--- src/rtl/demux_1_8.sv ---
// demux_1_8: serial bit to byte demultiplexer with addressed/sequential modes.
// Holds a completed byte until the downstream handshake.
module demux_1_8 (
    input  logic       clk,
    input  logic       rst_n,
    input  logic       d_in,
    input  logic       d_valid,
    output logic       in_ready,
    input  logic [2:0] sel,
    input  logic       mode,
    output logic [7:0] o,
    output logic       o_valid,
    input  logic       o_ready,
    output logic       dup_err
);

    typedef enum logic {
        COLLECT = 1'b0,
        HOLD    = 1'b1
    } state_t;

    state_t     state;
    logic [7:0] mask;
    logic [2:0] ptr;
    logic       mode_q;

    logic       abort;
    logic       accept;
    logic [2:0] idx;
    logic [7:0] mask_nxt;

    assign in_ready = (state == COLLECT);
    assign abort    = in_ready && (mode != mode_q);
    assign accept   = in_ready && d_valid && !abort;
    assign idx      = mode ? ptr : sel;
    assign mask_nxt = mask | (8'h01 << idx);

    always_ff @(posedge clk or negedge rst_n) begin
        if (!rst_n) begin
            state   <= COLLECT;
            o       <= 8'h00;
            o_valid <= 1'b0;
            dup_err <= 1'b0;
            mask    <= 8'h00;
            ptr     <= 3'd0;
            mode_q  <= 1'b0;
        end else begin
            mode_q  <= mode;
            dup_err <= accept && !mode && mask[idx];
            unique case (state)
                COLLECT: begin
                    // A mode flip drops the partial frame and the offered bit.
                    if (abort) begin
                        mask <= 8'h00;
                        ptr  <= 3'd0;
                    end else if (accept) begin
                        o[idx] <= d_in;
                        mask   <= mask_nxt;
                        if (mode)
                            ptr <= ptr + 3'd1;
                        if (mask_nxt == 8'hFF) begin
                            state   <= HOLD;
                            o_valid <= 1'b1;
                        end
                    end
                end
                HOLD: begin
                    if (o_ready) begin
                        state   <= COLLECT;
                        o_valid <= 1'b0;
                        mask    <= 8'h00;
                        ptr     <= 3'd0;
                    end
                end
                default: state <= COLLECT;
            endcase
        end
    end

endmodule

--- config.mk ---
export PLATFORM = sky130hd
export DESIGN_NAME = demux_1_8
export DESIGN_NICKNAME = d
export VERILOG_FILES = /design/src/rtl/demux_1_8.sv
export SDC_FILE = /design/constraint.sdc
export NUM_CORES = 1
export LEC_CHECK = 0
export CAP_MARGIN = 20
export CORE_ASPECT_RATIO = 1.4
export CORE_MARGIN = 1.5
export CORE_UTILIZATION = 55
export DETAILED_ROUTE_END_ITERATION = 8
export DONT_BUFFER_PORTS = 1
export PLACE_DENSITY_LB_ADDON = 0.12
export SYNTH_ARGS = -nofsm -noshare
export SYNTH_HDL_FRONTEND = slang
export SYNTH_SLANG_ARGS = --single-unit
--- constraint.sdc ---
create_clock -name clk -period 1.6 [get_ports clk]
set_input_delay 0.16 -clock clk [delete_from_list [all_inputs] [get_ports clk]]
set_output_delay 0.16 -clock clk [all_outputs]
set_load 0.03 [all_outputs]
# [Word-level counts from Yosys, hierarchy flattened]
# Index checks and enable logic that the tools add are counted.
# W data, S select, Z words.
[totals] reg_bits=23 output_inout_bits=11 word_cells=59 in_bits=9
[op_classes] eq_ne=8 muxes=25 add_sub_neg=1 reduce_logical=12 bitwise=3 n_lt_le_gt_ge=2 n_shift=1
[ops] cell="$mux W8" count=3
[ops] cell="$pmux W8 S2" count=1
[ops] cell="$mux W3" count=5
[ops] cell="$mux W1" count=10
[ops] cell="$bwmux W8" count=1
[ops] cell="$eq A8 B8 Y1 const B" count=1
[ops] cell="$or A8 B8 Y8" count=1
[ops] cell="$shl A1 B3 Y8 const A" count=1
[ops] cell="$logic_and A1 B1 Y1" count=6
[ops] cell="$ne A3 B1 Y1 const B" count=2
[ops] cell="$pmux W3 S2" count=1
[ops] cell="$reduce_and A3 Y1" count=2
[ops] cell="$lt A3 B4 Y1 const B" count=1
[ops] cell="$ne A2 B1 Y1 const B" count=2
[ops] cell="$ne A2 B2 Y1 const B" count=2
[ops] cell="$pmux W1 S2" count=2
[ops] cell="$reduce_and A4 Y1" count=1
[ops] cell="$add A3 B1 Y3 const B" count=1
[ops] cell="$bmux W1 S3" count=1
[ops] cell="$demux W1 S3" count=1
[ops] cell="$ge A3 B1 Y1 const B" count=1
[ops] cell="$logic_not A1 Y1" count=2
[ops] cell="$not A1 Y1" count=2
[ops] cell="$reduce_and A2 Y1" count=1
[ops] cell="$ne A1 B1 Y1" count=1

# [Depth between registers and ports, before layout]
# Gate-level depths: netlist of the first run.
[logic_depth] word_depth=8 depth_mapped=7 mapped_depth_nobuf=5

# [Least setup slack after synthesis of the first run]
# OpenSTA, ideal clock, no wires.
[synth_path] path_type="flip-flop to flip-flop" startpoint="reg ptr[0]" endpoint="reg o_valid" t_arrival_ps=1588 setup_slack_ps=-61 stages_incl_launch_ff=6 t_required_ps=1527 cell_sequence="dfrtp_1 mux2i_1 a31o_2 a2bb2oi_1 a2111oi_2 a2bb2oi_2"
[synth_via] elab_chain_len=6
[synth_rtl] item="start: declaration" line_no="24" source="logic [2:0] ptr;"
[synth_rtl] item="start signal: assignment" line_no="60" source="ptr <= ptr + 3'd1;"
[synth_rtl] item="$mux W3" line_no="35" source="assign idx = mode ? ptr : sel;"
[synth_rtl] item="$shl A1 B3 Y8" line_no="36" source="assign mask_nxt = mask | (8'h01 << idx);"
[synth_rtl] item="$or A8 B8 Y8" line_no="36"
[synth_rtl] item="$eq A8 B8 Y1" line_no="61" source="if (mask_nxt == 8'hFF) begin"
[synth_rtl] item="$ne A2 B1 Y1 (no source line)"
[synth_rtl] item="$reduce_and A4 Y1 (no source line)"
[synth_rtl] item="end signal: assignment" line_no="42" source="o_valid <= 1'b0;"
[synth_rtl] item="end signal: assignment" line_no="63" source="o_valid <= 1'b1;"
[synth_rtl] item="end signal: assignment" line_no="70" source="o_valid <= 1'b0;"
[synth_rtl] item="end: declaration" line_no="12" source="output logic o_valid,"
# No other way between the ends.
# A chain may end at the register's enable or synchronous reset.

# [Worst setup path in the final report of the first run]
[layout_path] startpoint="reg ptr[0]" endpoint="reg state"
[layout_via] elab_chain_len=8
[layout_rtl] item="$mux W3" line_no="35"
[layout_rtl] item="$shl A1 B3 Y8" line_no="36"
[layout_rtl] item="$or A8 B8 Y8" line_no="36"
[layout_rtl] item="$eq A8 B8 Y1" line_no="61"
[layout_rtl] item="$mux W1" line_no="61"
[layout_rtl] item="$mux W1" line_no="56" source="end else if (accept) begin"
[layout_rtl] item="$mux W1" line_no="53" source="if (abort) begin"
[layout_rtl] item="$pmux W1 S2" line_no="50" source="unique case (state)"
[layout_rtl] item="end signal: assignment" line_no="62" source="state <= HOLD;"
[layout_rtl] item="end signal: assignment" line_no="69" source="state <= COLLECT;"
[layout_rtl] item="end signal: assignment" line_no="75" source="default: state <= COLLECT;"
[layout_rtl] item="end: declaration" line_no="22" source="state_t state;"
# No other way between the ends.

==> run summary, run 1 <==
final WL = 2.84 mm
GRT Total Usage = 23.5%
synth unique cells = 38
Worst path max stage delay = 0.44 ns
I/O pin count = 20
CTS H-Tree Depth = 1
commonest non-fill, non-tap cell in the layout = buf_4
CP Capture Type = flip-flop
syn_nets = 131
fin area = 1580 um^2
clock buffer depth = 2
Post-synth top flop = dfrtp_1
non-filler cells in the finished layout = 174
worst path required time = 1.85 ns
first-pass GRT wire length = 4.46 mm
Post-synth ARST share = 100%
Port Buffers = 0
Layout area overhead = 26.8%
antenna fix cells = 0
largest net degree at the start of global routing = 24
P_leak = 0.710 nW
Post-DP Area = 1420 um^2
routability cong. = 0.866
Slew @ Worst Pin = 0.556 ns
Seq/Total Area, Yosys = 46.1%
Std-Cell Rows = 20
Vias/cell = 6.02
Die Wd = 43.3 um
RSZ-0062 raised after global routing = true
average size of a mapped cell = 10.3 um^2
crit path time final = 1.71 ns
CTS Sinks = 23
Mapped Cells = 121
clock latency on the worst-skew pair = 0.31 ns
worst path arrival time = 1.96 ns
grt ovf = 0
Power Density = 898 nW/um^2
hpwl dp = 2.10 mm
most frequent cells in the layout = buf_4, dfrtp_1, nor2_1, mux2_2, nand2_1
Worst Setup Start Kind = flip-flop
Root Driver = clkbuf_4
Final Cycle Share = 107%
Ys Warns = 0
Final setup viols = 4
Clock transition at path regs = 0.13 ns
total die area = 2570 um^2
vias in the first global route = 988
core area = 2150 um^2
Chip Height = 59.4 um
FF+latch count, synth = 23
relative slew slack = 62.7%
drt pass-1 iters = 4
Worst Clk Skew = 0.00801 ns
Initial Util = 58.0%
Worst path slowest cell = a2111oi_4
type of the most critical hold path = input port to flip-flop
TritonCTS buffer count = 3
slack of the critical path = -0.108 ns
FMAX = 0.586 GHz
Nets = 163
crit-path cells = mux2i_2 > buf_4 > nand4_1 > a2111oi_4 > nand2b_1
Remaining DRCs = 0
Fin. Hold Viols = 0
total of max-cap violations = 0
TritonCTS clock tree = yes
Max IR drop VDD = 908 uV
initial DRC count = 19
initial antenna violation count = 0
vias = 1048
Max FO, Critical Path = 4
Post-synth EDFFs = 0
WS Path Type = flip-flop to flip-flop
cell count after placement = 162
status = finished with violations
Post-DRT Antenna Nets = 0
routed len/inst = 16.3 um
failing checks = negative setup slack
Final Max Tran Viols = 0
share of layout cells above drive strength 1 = 36.8%
reg2reg setup slack = -0.11 ns
Netlist Area Pre-Place = 1250 um^2
[registers in the layout, summed over array words and instances (netlist names)]
| name | flops |
|---|---|
| mode_q | 1 |
| o | 8 |
| dup_err | 1 |
| o_valid | 1 |
| state | 1 |
| ptr | 3 |
| mask | 8 |
[worst max-delay path, delay by kind of cell, from the launching register on]
kind                   cells  cell delay (ns)
flip-flops                 1             0.43
AO/OA/AOI/OAI              1             0.44
AND/OR/NAND/NOR            2             0.32
multiplexers               1             0.25
buffers and inverters      1             0.19
[through the flow]
| stage | hold slack (ns) | total power [mW] | util (%) | worst slack [ns] | TNS [ns] |
|---|---|---|---|---|---|
| floorplan | -0.136 | 1.01 | - | 0.000779 | 0 |
| global placement | -0.135 | 1.11 | 65.9 | -0.0493 | -0.0935 |
| detailed placement | -0.135 | 1.11 | 65.9 | -0.0437 | -0.139 |
| CTS | 0.0616 | 1.41 | 70.2 | -0.0709 | -0.157 |
| global route | 0.0972 | 1.48 | 73.5 | -0.159 | -0.986 |
| finish | 0.109 | 1.42 | 73.5 | -0.108 | -0.342 |
[what timing repair did]
item / CTS / global route
pin swaps: 0 / 2
setup endpoints to repair: 7 / 13
endpoints found under the hold margin: 33 / 0
setup buffers: 3 / 0
hold buffers: 4 / 0
resized for setup: 2 / 13
[cell usage after synthesis (all sizes together) (2+ instances only)]
library cell / number / area (um^2)
a21oi: 3 / 15.0
nor4: 2 / 12.5
o21ai: 7 / 35.0
nand3: 2 / 10.0
and2: 2 / 12.5
xor2: 2 / 17.5
nand2: 10 / 37.5
nand2b: 2 / 12.5
a2bb2oi: 2 / 23.8
nor2: 15 / 56.3
o221ai: 2 / 17.5
nor2b: 2 / 12.5
inv: 3 / 11.3
o41ai: 2 / 25.0
nor3: 7 / 35.0
mux2i: 3 / 33.8
o21a: 7 / 52.6
dfrtp: 23 / 576
mux2: 11 / 128
buf: 3 / 31.3
[final timing paths]
kind | end | startpoint | cells after the start
min | state | o_ready | 2
max reg2reg | state | ptr[0] | 5
min reg2reg | mask[4] | mask[4] | 2
max in group asynchronous | mask[0] | rst_n | 2
min in group asynchronous | ptr[2] | rst_n | 1
max | state | ptr[0] | 5
[area by class of cell]
type	count	area (um^2)
clock buffers	4	26.3
fillers	168	569
inverters	3	11.3
multi-input cells	91	688
flip-flops and latches	23	576
well taps	22	27.5
repair buffers	31	254
[kinds of logic (layout without fill, tap and decap cells)]
group | after synthesis | in the layout | synth area share (%)
simple gates | 46 | 46 | 17.5
buf+inv | 7 | 38 | 3.71
xor+xnor | 2 | 2 | 1.40
flops | 23 | 23 | 46.1
mux | 14 | 14 | 12.9
compound gates | 28 | 28 | 17.3
fa+ha+maj | 1 | 1 | 1.00
[routing by layer]
metal | global-route usage [%] | vias up | wire length (um)
li1 | - | 504 | -
met1 | 26.2 | 510 | 1150
met2 | 44.8 | 28 | 1540
met3 | 2.13 | 6 | 94
met4 | 9.09 | 0 | 55
met5 | 0 | - | 0
[report_power, final]
part / internal, mW / total [mW] / switching, mW
Clock: 0.0974 / 0.267 / 0.170
Sequential: 0.654 / 0.827 / 0.173
Combinational: 0.180 / 0.327 / 0.148
No activity file was read; power rests on OpenSTA's default activity.
==> run 2: changes to the inputs <==
--- a/config.mk
+++ b/config.mk
@@ -6,12 +6,15 @@
 export NUM_CORES = 1
 export LEC_CHECK = 0
 export CAP_MARGIN = 20
+export CELL_PAD_IN_SITES_DETAIL_PLACEMENT = 1
+export CELL_PAD_IN_SITES_GLOBAL_PLACEMENT = 2
 export CORE_ASPECT_RATIO = 1.4
 export CORE_MARGIN = 1.5
-export CORE_UTILIZATION = 55
+export CORE_UTILIZATION = 35
 export DETAILED_ROUTE_END_ITERATION = 8
 export DONT_BUFFER_PORTS = 1
 export PLACE_DENSITY_LB_ADDON = 0.12
+export SKIP_LAST_GASP = 1
 export SYNTH_ARGS = -nofsm -noshare
 export SYNTH_HDL_FRONTEND = slang
 export SYNTH_SLANG_ARGS = --single-unit
==> run summary, run 2 (synthesis gave the netlist of run 1 again) <==
status = finished with violations
failing checks = negative setup slack
grt ovf = 0
vias in the first global route = 1183
filler instances = 391
Critical Path End = o_valid
GRT Total Usage = 20.3%
Initial Util = 36.6%
crit path time final = 1.67 ns
Nets = 164
CTS H-Tree Depth = 1
Register-to-Register Path Depth = 5
routability cong. = 0.760
commonest non-fill, non-tap cell in the layout = buf_4
Fin. Hold Viols = 0
first-pass GRT wire length = 5.69 mm
largest registers = mask x8, o x8, ptr x3
total die area = 3940 um^2
most frequent cells in the layout = buf_4, dfrtp_1, mux2_2, nor2_1, nand2_1
Chip Height = 73.7 um
CP Capture Type = flip-flop
GR Util met3 = 2.44%
TritonCTS buffer count = 3
Std-Cell Rows = 25
Clock transition at path regs = 0.08 ns
slack of the critical path = -0.0702 ns
Layout area overhead = 35.1%
worst path arrival time = 1.88 ns
I/O pin count = 20
WS Path Type = flip-flop to flip-flop
drt pass-1 iters = 4
routed len/inst = 18.2 um
initial antenna violation count = 0
FF+latch area = 577 um^2
share of layout cells above drive strength 1 = 43.8%
Remaining DRCs = 0
TritonCTS clock tree = yes
worst path required time = 1.81 ns
Max IR drop VDD = 634 uV
Final Cycle Share = 104%
FMAX = 0.599 GHz
relative slew slack = 72.6%
final WL = 3.52 mm
Slew @ Worst Pin = 0.407 ns
Worst Clk Skew = 0.00334 ns
critical path launch point = ptr[0]
P_leak = 0.736 nW
Max FO, Critical Path = 5
Power Density = 913 nW/um^2
clock buffer depth = 2
largest net degree at the start of global routing = 24
Port Buffers = 0
total of max-cap violations = 0
initial DRC count = 15
Root Driver = clkbuf_8
CTS Sinks = 23
worst reg2reg path endpoint = o_valid
grt met2 use = 35.5%
Final Max Tran Viols = 0
Post-DRT Antenna Nets = 0
antenna fix cells = 0
met1 Track Usage GR = 24.6%
Most Crowded Layer GR = met2
Design Power = 1.54 mW
RSZ-0062 raised after global routing = true
Multi-input gate area = 739 um^2
hpwl dp = 2.55 mm
Final setup viols = 2
core area = 3410 um^2
vias = 1069
reg2reg setup slack = -0.07 ns
Die Wd = 53.5 um
reg2reg start = ptr[0]
Worst Setup Start Kind = flip-flop
hold slack = 0.0347 ns
Vias/cell = 5.54
type of the most critical hold path = input port to flip-flop
clock latency on the worst-skew pair = 0.27 ns
[run 2: per-layer routing]
layer | share of wire, % | wire length, um
met1 | 41 | 1450
met2 | 54 | 1910
met3 | 2.9 | 102
met4 | 1.6 | 56
met5 | 0 | 0
[run 2: area by class of cell]
type	instances	share of cell area, %
Tap cell	40	2.97
Timing Repair Buffer	32	15.7
Clock buffer	4	2.67
Sequential cell	23	34.2
Inverter	3	0.668
Multi-Input combinational cell	91	43.8
[run 2: worst min-delay path by stage]
stage               endpoint  start  slack (ns)  cells past startpoint
finish                  o[3]   d_in        0.03                      1
global route            o[4]   d_in        0.03                      1
CTS                     o[4]   d_in        0.03                      1
detailed placement    mode_q  rst_n       -0.13                      0
global placement      mode_q  rst_n       -0.13                      0
floorplan            dup_err  rst_n       -0.14                      0
[run 2: worst max-delay path: stages (launching register included)]
cell and delay (ns):
dfrtp_1 0.45, mux2_2 0.32, a21oi_1 0.16, o21ai_0 0.18
a2111oi_4 0.36, a2bb2oi_2 0.15
[run 2: power breakdown]
part	total (mW)	switching (mW)	internal (mW)
Clock	0.368	0.190	0.178
Combinational	0.341	0.156	0.184
Sequential	0.832	0.178	0.654
Total	1.54	0.524	1.02
[run 2: through the flow]
| step | utilization [%] | setup WS (ns) | TNS (ns) | cell area [um^2] | cells |
|---|---|---|---|---|---|
| floorplan | - | 0.000779 | 0 | 1250 | 121 |
| global placement | 42.5 | -0.0302 | -0.155 | 1450 | 181 |
| detailed placement | 42.5 | -0.0792 | -0.405 | 1450 | 181 |
| CTS | 47.0 | -0.0974 | -0.301 | 1600 | 193 |
| global route | 49.5 | -0.189 | -0.710 | 1690 | 193 |
| finish | 49.5 | -0.0702 | -0.136 | 1690 | 193 |
[run 2: what timing repair did]
item,in CTS,in global routing
resized for setup,9,14
setup buffers,4,0
endpoints found under the setup margin,9,12
hold buffers,4,0
pin swaps,0,1
endpoints found under the hold margin,25,0
